## src/rtl/hack_prog_loader_if.sv

```systemverilog
// Byte-stream input and instruction-RAM write bus of the Hack program loader.
// The master side is the loader. The slave side is the environment: the UART
// receiver, the instruction RAM and the CPU reset input.
interface hack_prog_loader_if;
    logic [7:0]  rx_data;
    logic        rx_valid;
    logic        load_en;
    logic [14:0] imem_addr;
    logic [15:0] imem_data;
    logic        imem_we;
    logic        cpu_reset;
    logic        busy;
    logic        done;
    logic        error;

    modport master (
        input  rx_data, rx_valid, load_en,
        output imem_addr, imem_data, imem_we, cpu_reset, busy, done, error
    );

    modport slave (
        output rx_data, rx_valid, load_en,
        input  imem_addr, imem_data, imem_we, cpu_reset, busy, done, error
    );
endinterface

```

## src/rtl/hack_prog_loader.sv

```systemverilog
// Serial program loader for the Hack CPU.
// The loader receives the frame SYNC, LEN_HI, LEN_LO, LEN big-endian words, CHK.
// It writes the words into instruction RAM starting at address 0.
// The CPU is held in reset until the 8-bit frame checksum verifies.
module hack_prog_loader #(
    parameter int unsigned MAX_WORDS = 32768,
    parameter int unsigned TIMEOUT   = 1000000,
    parameter bit          BOOT_RUN  = 1'b0,
    parameter logic [7:0]  SYNC      = 8'hA5
) (
    input logic               CLK,
    input logic               reset_n,
    hack_prog_loader_if.master bus
);

    localparam int unsigned TW = $clog2(TIMEOUT + 1);

    typedef enum logic [2:0] {
        IDLE, LEN_HI, LEN_LO, DATA_HI, DATA_LO, CHECK, RUN, ERROR
    } state_t;

    state_t        state, state_next;
    logic [15:0]   len;
    logic [15:0]   len_full;
    logic [7:0]    hi;
    logic [7:0]    sum;
    logic [7:0]    sum_next;
    logic [14:0]   count;
    logic [TW-1:0] tmo;
    logic          in_frame;
    logic          sync_hit;
    logic          wr_fire;
    logic          last_word;
    logic          pass;
    logic          fail;

    // State register; the power-up state depends on whether a preloaded image should run.
    always_ff @(posedge CLK or negedge reset_n) begin
        if (!reset_n) state <= BOOT_RUN ? RUN : IDLE;
        else          state <= state_next;
    end

    // Next-state decode plus the event strobes that drive the datapath.
    always_comb begin
        state_next = state;
        sync_hit   = 1'b0;
        wr_fire    = 1'b0;
        pass       = 1'b0;
        fail       = 1'b0;
        len_full   = {len[15:8], bus.rx_data};
        sum_next   = sum + bus.rx_data;
        last_word  = (({1'b0, count} + 16'd1) == len);
        in_frame   = (state == LEN_HI) || (state == LEN_LO) || (state == DATA_HI) ||
                     (state == DATA_LO) || (state == CHECK);
        case (state)
            IDLE, RUN, ERROR: begin
                if (bus.rx_valid && bus.load_en && (bus.rx_data == SYNC)) begin
                    sync_hit   = 1'b1;
                    state_next = LEN_HI;
                end
            end
            LEN_HI:  if (bus.rx_valid) state_next = LEN_LO;
            LEN_LO: begin
                if (bus.rx_valid) begin
                    if (len_full[15] || (32'(len_full) > MAX_WORDS)) fail = 1'b1;
                    else if (len_full == 16'd0)                       state_next = CHECK;
                    else                                              state_next = DATA_HI;
                end
            end
            DATA_HI: if (bus.rx_valid) state_next = DATA_LO;
            DATA_LO: begin
                if (bus.rx_valid) begin
                    wr_fire    = 1'b1;
                    state_next = last_word ? CHECK : DATA_HI;
                end
            end
            CHECK: begin
                if (bus.rx_valid) begin
                    if (sum_next == 8'h00) begin
                        pass       = 1'b1;
                        state_next = RUN;
                    end else begin
                        fail = 1'b1;
                    end
                end
            end
            default: state_next = IDLE;
        endcase
        // A received byte always reloads the idle counter, so a timeout fires only on a quiet cycle.
        if (in_frame && !bus.rx_valid && (tmo == TW'(TIMEOUT - 1))) fail = 1'b1;
        if (fail) state_next = ERROR;
    end

    // Datapath and registered outputs. cpu_reset and busy follow the next state.
    // As a result they change together with the state and never glitch inside a frame.
    always_ff @(posedge CLK or negedge reset_n) begin
        if (!reset_n) begin
            len           <= '0;
            hi            <= '0;
            sum           <= '0;
            count         <= '0;
            tmo           <= '0;
            bus.imem_we   <= 1'b0;
            bus.imem_addr <= '0;
            bus.imem_data <= '0;
            bus.cpu_reset <= !BOOT_RUN;
            bus.busy      <= 1'b0;
            bus.done      <= 1'b0;
            bus.error     <= 1'b0;
        end else begin
            bus.imem_we   <= wr_fire;
            bus.cpu_reset <= (state_next != RUN);
            bus.busy      <= (state_next == LEN_HI) || (state_next == LEN_LO) ||
                             (state_next == DATA_HI) || (state_next == DATA_LO) ||
                             (state_next == CHECK);
            if (sync_hit) begin
                sum       <= '0;
                count     <= '0;
                tmo       <= '0;
                bus.done  <= 1'b0;
                bus.error <= 1'b0;
            end else if (in_frame) begin
                if (bus.rx_valid) begin
                    sum <= sum_next;
                    tmo <= '0;
                end else begin
                    tmo <= tmo + 1'b1;
                end
            end
            if (bus.rx_valid && (state == LEN_HI))  len[15:8] <= bus.rx_data;
            if (bus.rx_valid && (state == LEN_LO))  len[7:0]  <= bus.rx_data;
            if (bus.rx_valid && (state == DATA_HI)) hi        <= bus.rx_data;
            // The address holds at len-1 after the final word instead of stepping past it.
            if (wr_fire) begin
                bus.imem_addr <= count;
                bus.imem_data <= {hi, bus.rx_data};
                if (!last_word) count <= count + 1'b1;
            end
            if (pass) bus.done  <= 1'b1;
            if (fail) bus.error <= 1'b1;
        end
    end

endmodule
```

## src/flat_wrapper.sv

```systemverilog
// flat-port wrapper written by rule: the top's interface ports become plain ports
module hack_prog_loader_flat 
#(
    parameter int unsigned MAX_WORDS = 32768,
    parameter int unsigned TIMEOUT   = 1000000,
    parameter bit          BOOT_RUN  = 1'b0,
    parameter logic [7:0]  SYNC      = 8'hA5
)
  (CLK, reset_n, bus_rx_data, bus_rx_valid, bus_load_en, bus_imem_addr, bus_imem_data, bus_imem_we, bus_cpu_reset, bus_busy, bus_done, bus_error);
  hack_prog_loader_if bus_i ();
  input logic CLK;
  input logic reset_n;
  input wire logic [$bits(bus_i.rx_data)-1:0] bus_rx_data;
  input wire logic [$bits(bus_i.rx_valid)-1:0] bus_rx_valid;
  input wire logic [$bits(bus_i.load_en)-1:0] bus_load_en;
  output wire logic [$bits(bus_i.imem_addr)-1:0] bus_imem_addr;
  output wire logic [$bits(bus_i.imem_data)-1:0] bus_imem_data;
  output wire logic [$bits(bus_i.imem_we)-1:0] bus_imem_we;
  output wire logic [$bits(bus_i.cpu_reset)-1:0] bus_cpu_reset;
  output wire logic [$bits(bus_i.busy)-1:0] bus_busy;
  output wire logic [$bits(bus_i.done)-1:0] bus_done;
  output wire logic [$bits(bus_i.error)-1:0] bus_error;
  assign bus_i.rx_data = bus_rx_data;
  assign bus_i.rx_valid = bus_rx_valid;
  assign bus_i.load_en = bus_load_en;
  assign bus_imem_addr = bus_i.imem_addr;
  assign bus_imem_data = bus_i.imem_data;
  assign bus_imem_we = bus_i.imem_we;
  assign bus_cpu_reset = bus_i.cpu_reset;
  assign bus_busy = bus_i.busy;
  assign bus_done = bus_i.done;
  assign bus_error = bus_i.error;
  hack_prog_loader #(.MAX_WORDS(MAX_WORDS), .TIMEOUT(TIMEOUT), .BOOT_RUN(BOOT_RUN), .SYNC(SYNC)) u_core (.CLK(CLK), .reset_n(reset_n), .bus(bus_i));
endmodule
```

## config.mk

```make
export PLATFORM = sky130hd
export DESIGN_NAME = hack_prog_loader_flat
export DESIGN_NICKNAME = d
export VERILOG_FILES = /design/src/rtl/hack_prog_loader_if.sv /design/src/rtl/hack_prog_loader.sv /design/src/flat_wrapper.sv
export SDC_FILE = /design/constraint.sdc
export NUM_CORES = 1
export LEC_CHECK = 0
export ABC_AREA = 1
export CELL_PAD_IN_SITES_DETAIL_PLACEMENT = 1
export CELL_PAD_IN_SITES_GLOBAL_PLACEMENT = 1
export CORE_MARGIN = 2
export CORE_UTILIZATION = 30
export CTS_BUF_LIST = sky130_fd_sc_hd__clkbuf_4 sky130_fd_sc_hd__clkbuf_8
export DETAILED_ROUTE_END_ITERATION = 8
export PLACE_DENSITY = 0.57
export SLEW_MARGIN = 20
export SYNTH_ARGS = -nofsm -noshare
export SYNTH_HDL_FRONTEND = slang
export SYNTH_SLANG_ARGS = --single-unit
export TNS_END_PERCENT = 20
```

## constraint.sdc

```tcl
create_clock -name CLK -period 2.3 [get_ports CLK]
set_input_delay 0.46 -clock CLK [delete_from_list [all_inputs] [get_ports CLK]]
set_output_delay 0.46 -clock CLK [all_outputs]
set_load 0.01 [all_outputs]
```

======== Word level (Yosys, flattened, before mapping) ========
Cells that the tools add are included.
Widths: inputs -> output; s select.
operators by class
  add/sub/neg operators ................... 4
  $lt $le $gt $ge ......................... 1
  multiplexer cells ....................... 37
  equal/unequal tests ..................... 16
  reductions and logical operators ........ 26
operator list
  kind                   number
  $mux 20                3
  $mux 15                3
  $mux 3                 11
  $mux 8                 3
  $add 20x1->20 const B  1
  $eq 20x20->1 const B   1
  $eq 3x3->1 const B     6
  $pmux 3 s6             1
  $add 15x1->16 const B  1
  $eq 16x16->1           1
  $gt 16x16->1 const B   1
  $logic_not 16->1       1
  $add 15x1->15 const B  1
  $mux 1                 15
  $eq 3x2->1 const B     4
  $logic_or 1x1->1       9
  $add 8x8->8            1
  $eq 8x8->1 const B     1
  $logic_not 8->1        1
  $reduce_bool 2->1      4
  $logic_and 1x1->1      7
  $eq 3x1->1 const B     2
  $logic_not 3->1        1
  $ne 3x3->1 const B     1
  other kinds (4)        4
word-level totals
  input port bits ......................... 12
  bits in registers ....................... 106

======== Depth between registers and ports, before layout ========
  word-level depth ........................ 14
  mapped depth ............................ 17

======== Worst setup path before layout ========
Ideal clock, no wire load.
  path kind ............................... input -> register
  from .................................... input bus_rx_data[0]
  to ...................................... register u_core.bus.busy
  buffers on the path ..................... 0
  required time ........................... 2,235 ps
  path slack .............................. 71 ps
  arrival time ............................ 2,164 ps
  setup time .............................. 65 ps
  stages .................................. 14
  path through ............................ ha_1 -> fa_1 -> xor2_1 -> nor2_1 -> nand3_1 -> nor2_1 -> nand4_1 -> nand2_1 -> nand2_1 -> nor2_1 -> inv_1 -> nor2_1 -> nand2_1 -> nand2_1
on the way
  longest elaborated chain between the ends .. 12
  elaborated cells between the ends (all ways) .. 30
RTL lines
  element                                                     line                                            RTL
  start, declared                                             flat_wrapper.sv:13                              input wire logic [$bits(bus_i.rx_data)-1:0] bus_rx_data;
  $add 8x8->8 / $gt 16x16->1 (equally long branches)          hack_prog_loader.sv:51, hack_prog_loader.sv:65
  $logic_not 8->1 / $logic_or 1x1->1 (equally long branches)  hack_prog_loader.sv:79, hack_prog_loader.sv:65
  $mux 1, on equally long branches                            hack_prog_loader.sv:79, hack_prog_loader.sv:65
  $mux 1, on equally long branches                            hack_prog_loader.sv:78, hack_prog_loader.sv:64
  $pmux 1 s2                                                  hack_prog_loader.sv:55                          case (state)
  $mux 1                                                      hack_prog_loader.sv:90                          if (in_frame && !bus.rx_valid && (tmo == TW'(TIMEOUT - 1))) fail = 1'b1;
  $mux 3 (*)                                                  hack_prog_loader.sv:91                          if (fail) state_next = ERROR;
  $eq 3x1->1 / $eq 3x2->1 (equally long branches)             hack_prog_loader.sv:113                         bus.busy <= (state_next == LEN_HI) || (state_next == LEN_LO) ||
  $logic_or 1x1->1 (2 in a row)                               hack_prog_loader.sv:113
  $logic_or 1x1->1                                            hack_prog_loader.sv:114                         (state_next == DATA_HI) || (state_next == DATA_LO) ||
  $logic_or 1x1->1 (*)                                        hack_prog_loader.sv:114
  end signal, assigned                                        hack_prog_loader.sv:113
  end, declared                                               hack_prog_loader_if.sv:18                       output imem_addr, imem_data, imem_we, cpu_reset, busy, done, error
Every way passes the cells marked *; elsewhere a longest branch is shown, timed or not.
A chain may end at the register's enable or synchronous reset.

======== Worst setup path in the final report ========
  from .................................... register u_core.count[1]
  to ...................................... register u_core.bus.cpu_reset
on the way
  longest elaborated chain between the ends .. 7
RTL lines
  element                         line                       RTL
  start, declared                 hack_prog_loader.sv:28     logic [14:0] count;
  start signal, assigned          hack_prog_loader.sv:137    if (!last_word) count <= count + 1'b1;
  $add 15x1->16                   hack_prog_loader.sv:52     last_word = (({1'b0, count} + 16'd1) == len);
  $eq 16x16->1                    hack_prog_loader.sv:52
  $mux 3                          hack_prog_loader.sv:74     state_next = last_word ? CHECK : DATA_HI;
  $mux 3                          hack_prog_loader.sv:72     if (bus.rx_valid) begin
  $pmux 3 s6                      hack_prog_loader.sv:55
  $mux 3                          hack_prog_loader.sv:91
  named net u_core.state_next[1]  hack_prog_loader.sv:22     state_t state, state_next;
  $ne 3x3->1                      hack_prog_loader.sv:112    bus.cpu_reset <= (state_next != RUN);
  end signal, assigned            hack_prog_loader.sv:106    bus.cpu_reset <= !BOOT_RUN;
  end signal, assigned            hack_prog_loader.sv:112
  end, declared                   hack_prog_loader_if.sv:18
The timed path passes the listed nets, and every way through them passes these cells.

==> impl_metrics.toml <==
[run_status]
status = "complete, but fails checks"
violations_in_the_final_reports = "setup timing"

[cells_and_area]
n_antenna_cell = 0
layout_commonest_cell = "sky130_fd_sc_hd__nand2_1"
postLayoutCellArea_um2 = 7440
ratio_of_cells_with_drive_above_1_in_the_final_layout_pct = 20.0
fin_cells = 1079
design.final.nets = 867
layout.cells.most_common_list = "sky130_fd_sc_hd__nand2_1, sky130_fd_sc_hd__dfrtp_1, sky130_fd_sc_hd__inv_1"
area.growth.synth_to_final_pct = 33.0

[die]
floorplan.initialDensity_pct = 30.8
die-width_um = 141
rows = 49
die-height_um = 141
boundaryPins = 48
core_um2 = 18100
die_area_um2 = 19800

[grt]
grt_pass1_vias = 5526
globalRouteMet1Util_pct = 25.2
globalRouteMet2Util_pct = 30.3
globalRouteTotalUtil_pct = 18.2
grtUsageMet3_pct = 2.21
grt_first_pass_wirelength_mm = 28.7
grt-busiest-layer = "met2"
grt.overflow.total = 0
grt_start_max_net_pins = 51
antenna_found_initial = 0

[logic_synthesis]
synth_area_in_simple_gates_pct = 29.2
synth_top_family_by_area = "simple AND/OR/NAND/NOR gates"
synth_nets = 745
synth_area_um2 = 5600
post_synth_fa_ha_maj_area_fraction_pct = 2.37
synth_cell_types = 36
synth_area_per_cell_um2 = 7.74
yosysWarnings = 0
synthXorXnorAreaFrac_pct = 3.04
ys_seq_area_share_pct = 47.4
post_synth_inst_count = 723
synth.area.mux_share_pct = 0
yosys_register_bits = 106
synth_compound_area_share_pct = 10.8

[critical_path]
critPathCaptureType = "register"
timing.critical_path.fanout_max = 8
worst_ep_arrival_time_ps = 2660
required_ps = 2630
critPathLaunchType = "register"
worstSetupPathType = "register to register"

[clock_network]
ctsHtreeMaxLevel = 3
cts.path.max_buffers = 2
clock_tree.root_cell = "sky130_fd_sc_hd__clkbuf_8"
tritoncts = "yes"
clock_latency_ps = 400
post_cts_hold_buffer_count = 0
cts.clk_slew.worst_paths_ps = 120
clock-sinks = 106
numCtsBuffers = 9

[place]
gp_routability_congestion = 0.864
placement.setup.worst_slack_ps = -688
final_hpwl_dp_mm = 13.4
dp.cells = 1052
post_dp_cell_area_um2 = 6840
buffer_ports.inserted = 47

[sta]
final.period_utilization_pct = 101
holdWs_ps = 26.4
post-route-min-period_ps = 2320
max_clock_freq_ghz = 0.430
max_slew_margin_pct = 66.2
rsz0062_at_grt = "yes"
setup_viol = 2
setup_ws_ps = -23.3
finClkSkew_ps = 14.4
hold_violations = 0
tightest_slew_ps = 507
maxSlewViolCount = 0

[route]
firstDrtPassIters = 4
route.final.wire_length_mm = 17.5
drc = 0
drt-wirelength-per-cell_um = 16.2
detail_route.iter0.violations = 194
post_drt_via_cell_ratio = 4.90
drtAntennaViolNets = 0
vias = 5290

[hold_path]
hp-class = "input pin to asynchronous set/reset pin"

[power_and_ir_drop]
leakage_power_summed_over_all_cells_nw = 3.45
worst_case_vdd_ir_drop_v = 0.000411
power.density_cell_area_nw_per_um2 = 1050

[job]
cap_viol_max_count = 0
[final timing paths]
path | start | end | slack (ps) | cells after the start
worst max-delay path | u_core.count[1] | u_core.bus.cpu_reset | -20 | 15
worst min-delay path | reset_n | u_core.count[11] | 30 | 1
worst max register to register | u_core.count[1] | u_core.bus.cpu_reset | -20 | 15
worst min register to register | u_core.bus.imem_data[13] | u_core.bus.imem_data[13] | 480 | 2
max in group asynchronous | reset_n | u_core.count[2] | 1620 | 2
min in group CLK | u_core.bus.imem_data[13] | u_core.bus.imem_data[13] | 480 | 2
[logic make-up (layout without fill, tap and decap cells)]
kind of cell | count (synthesis) | count (layout)
buf+inv | 101 | 228
simple gates | 380 | 380
compound gates | 110 | 110
flops | 106 | 106
fa+ha+maj | 10 | 10
xor+xnor | 16 | 16
[power by group]
part	switching, mW	total (mW)	internal, mW
Sequential	0.458	2.92	2.46
Combinational	1.95	3.64	1.69
Clock	0.733	1.28	0.547
Total	3.14	7.84	4.70
[synth_stat cells]
cell | instances | area share, %
sky130_fd_sc_hd__dfstp_2 | 1 | 0.47
sky130_fd_sc_hd__clkbuf_1 | 13 | 0.87
sky130_fd_sc_hd__o21ai_1 | 1 | 0.089
sky130_fd_sc_hd__nor3_1 | 5 | 0.45
sky130_fd_sc_hd__nand3_2 | 1 | 0.18
sky130_fd_sc_hd__xnor2_1 | 4 | 0.63
sky130_fd_sc_hd__nand2_2 | 1 | 0.11
sky130_fd_sc_hd__o22ai_1 | 8 | 0.89
sky130_fd_sc_hd__o211ai_1 | 1 | 0.13
sky130_fd_sc_hd__o21ai_0 | 77 | 6.9
sky130_fd_sc_hd__nand4_1 | 17 | 1.9
sky130_fd_sc_hd__nor2_4 | 2 | 0.40
sky130_fd_sc_hd__dfrtp_1 | 105 | 47
sky130_fd_sc_hd__buf_2 | 4 | 0.36
sky130_fd_sc_hd__xor3_1 | 2 | 0.85
sky130_fd_sc_hd__a221oi_1 | 1 | 0.16
sky130_fd_sc_hd__nand2_1 | 225 | 15
sky130_fd_sc_hd__nand3_1 | 66 | 5.9
sky130_fd_sc_hd__fa_1 | 1 | 0.36
sky130_fd_sc_hd__nor2_2 | 2 | 0.22
sky130_fd_sc_hd__o21bai_1 | 2 | 0.27
sky130_fd_sc_hd__nor4_2 | 1 | 0.22
sky130_fd_sc_hd__buf_6 | 2 | 0.40
sky130_fd_sc_hd__xor2_1 | 10 | 1.6
sky130_fd_sc_hd__o21ai_2 | 5 | 0.78
sky130_fd_sc_hd__a31oi_1 | 2 | 0.22
sky130_fd_sc_hd__nor2_1 | 50 | 3.4
sky130_fd_sc_hd__a21oi_1 | 10 | 0.89
sky130_fd_sc_hd__nand3_4 | 1 | 0.31
sky130_fd_sc_hd__buf_4 | 1 | 0.13
sky130_fd_sc_hd__ha_1 | 9 | 2.0
sky130_fd_sc_hd__a21o_1 | 2 | 0.27
sky130_fd_sc_hd__nor4_1 | 5 | 0.56
sky130_fd_sc_hd__nand3b_1 | 4 | 0.54
sky130_fd_sc_hd__a22o_1 | 1 | 0.16
sky130_fd_sc_hd__inv_1 | 81 | 5.4
[timing repair]
item,in CTS,in global routing
gates resized for setup,15,68
pin swaps,3,27
setup buffers,1,10
endpoints found under the setup margin,24,24
[cell type report]
cell class / count / area, um^2
Clock buffer: 10 / 138
Clock inverter: 6 / 75.1
Fill cell: 2220 / 10700
Inverter: 81 / 308
Multi-Input combinational cell: 516 / 2820
Sequential cell: 106 / 2660
Tap cell: 229 / 287
Timing Repair Buffer: 131 / 1160
[per-layer routing]
metal / up-vias / wire length, um
li1: 2602 / -
met1: 2611 / 8580
met2: 59 / 8260
met3: 18 / 397
met4: 0 / 266
met5: - / 0
[state kept, by name, summed over array words and instances (netlist names)]
name / count
u_core.len: 16
u_core.bus.error: 1
u_core.bus.done: 1
u_core.count: 15
u_core.bus.imem_we: 1
u_core.bus.imem_addr: 15
u_core.state: 3
u_core.sum: 8
u_core.bus.busy: 1
u_core.hi: 8
u_core.bus.cpu_reset: 1
u_core.tmo: 20
u_core.bus.imem_data: 16
[critical path: stages (launching register included)]
cell and delay (ps):
sky130_fd_sc_hd__dfrtp_1 450, sky130_fd_sc_hd__buf_6 160, sky130_fd_sc_hd__nand2_2 70, sky130_fd_sc_hd__nor2_4 260
sky130_fd_sc_hd__nand4_1 200, sky130_fd_sc_hd__buf_4 180, sky130_fd_sc_hd__nand3_1 70, sky130_fd_sc_hd__nand2_1 70
sky130_fd_sc_hd__nand2_2 70, sky130_fd_sc_hd__nor2_4 50, sky130_fd_sc_hd__nand3_4 90, sky130_fd_sc_hd__nand3_4 120
sky130_fd_sc_hd__buf_4 180, sky130_fd_sc_hd__buf_4 120, sky130_fd_sc_hd__nand3_1 100, sky130_fd_sc_hd__nand3_2 90
[per-stage QoR]
stage	util [%]	total power, mW	TNS, ps
6_report	41.0	7.84	-30.5
5_1_grt	41.0	8.48	-2270
4_1_cts	39.1	7.65	-182
3_5_place_dp	37.7	6.29	-7370
3_3_place_gp	37.7	6.16	-4230
2_1_floorplan	-	4.66	0
Note: power is estimated with default switching activity, not from simulation.
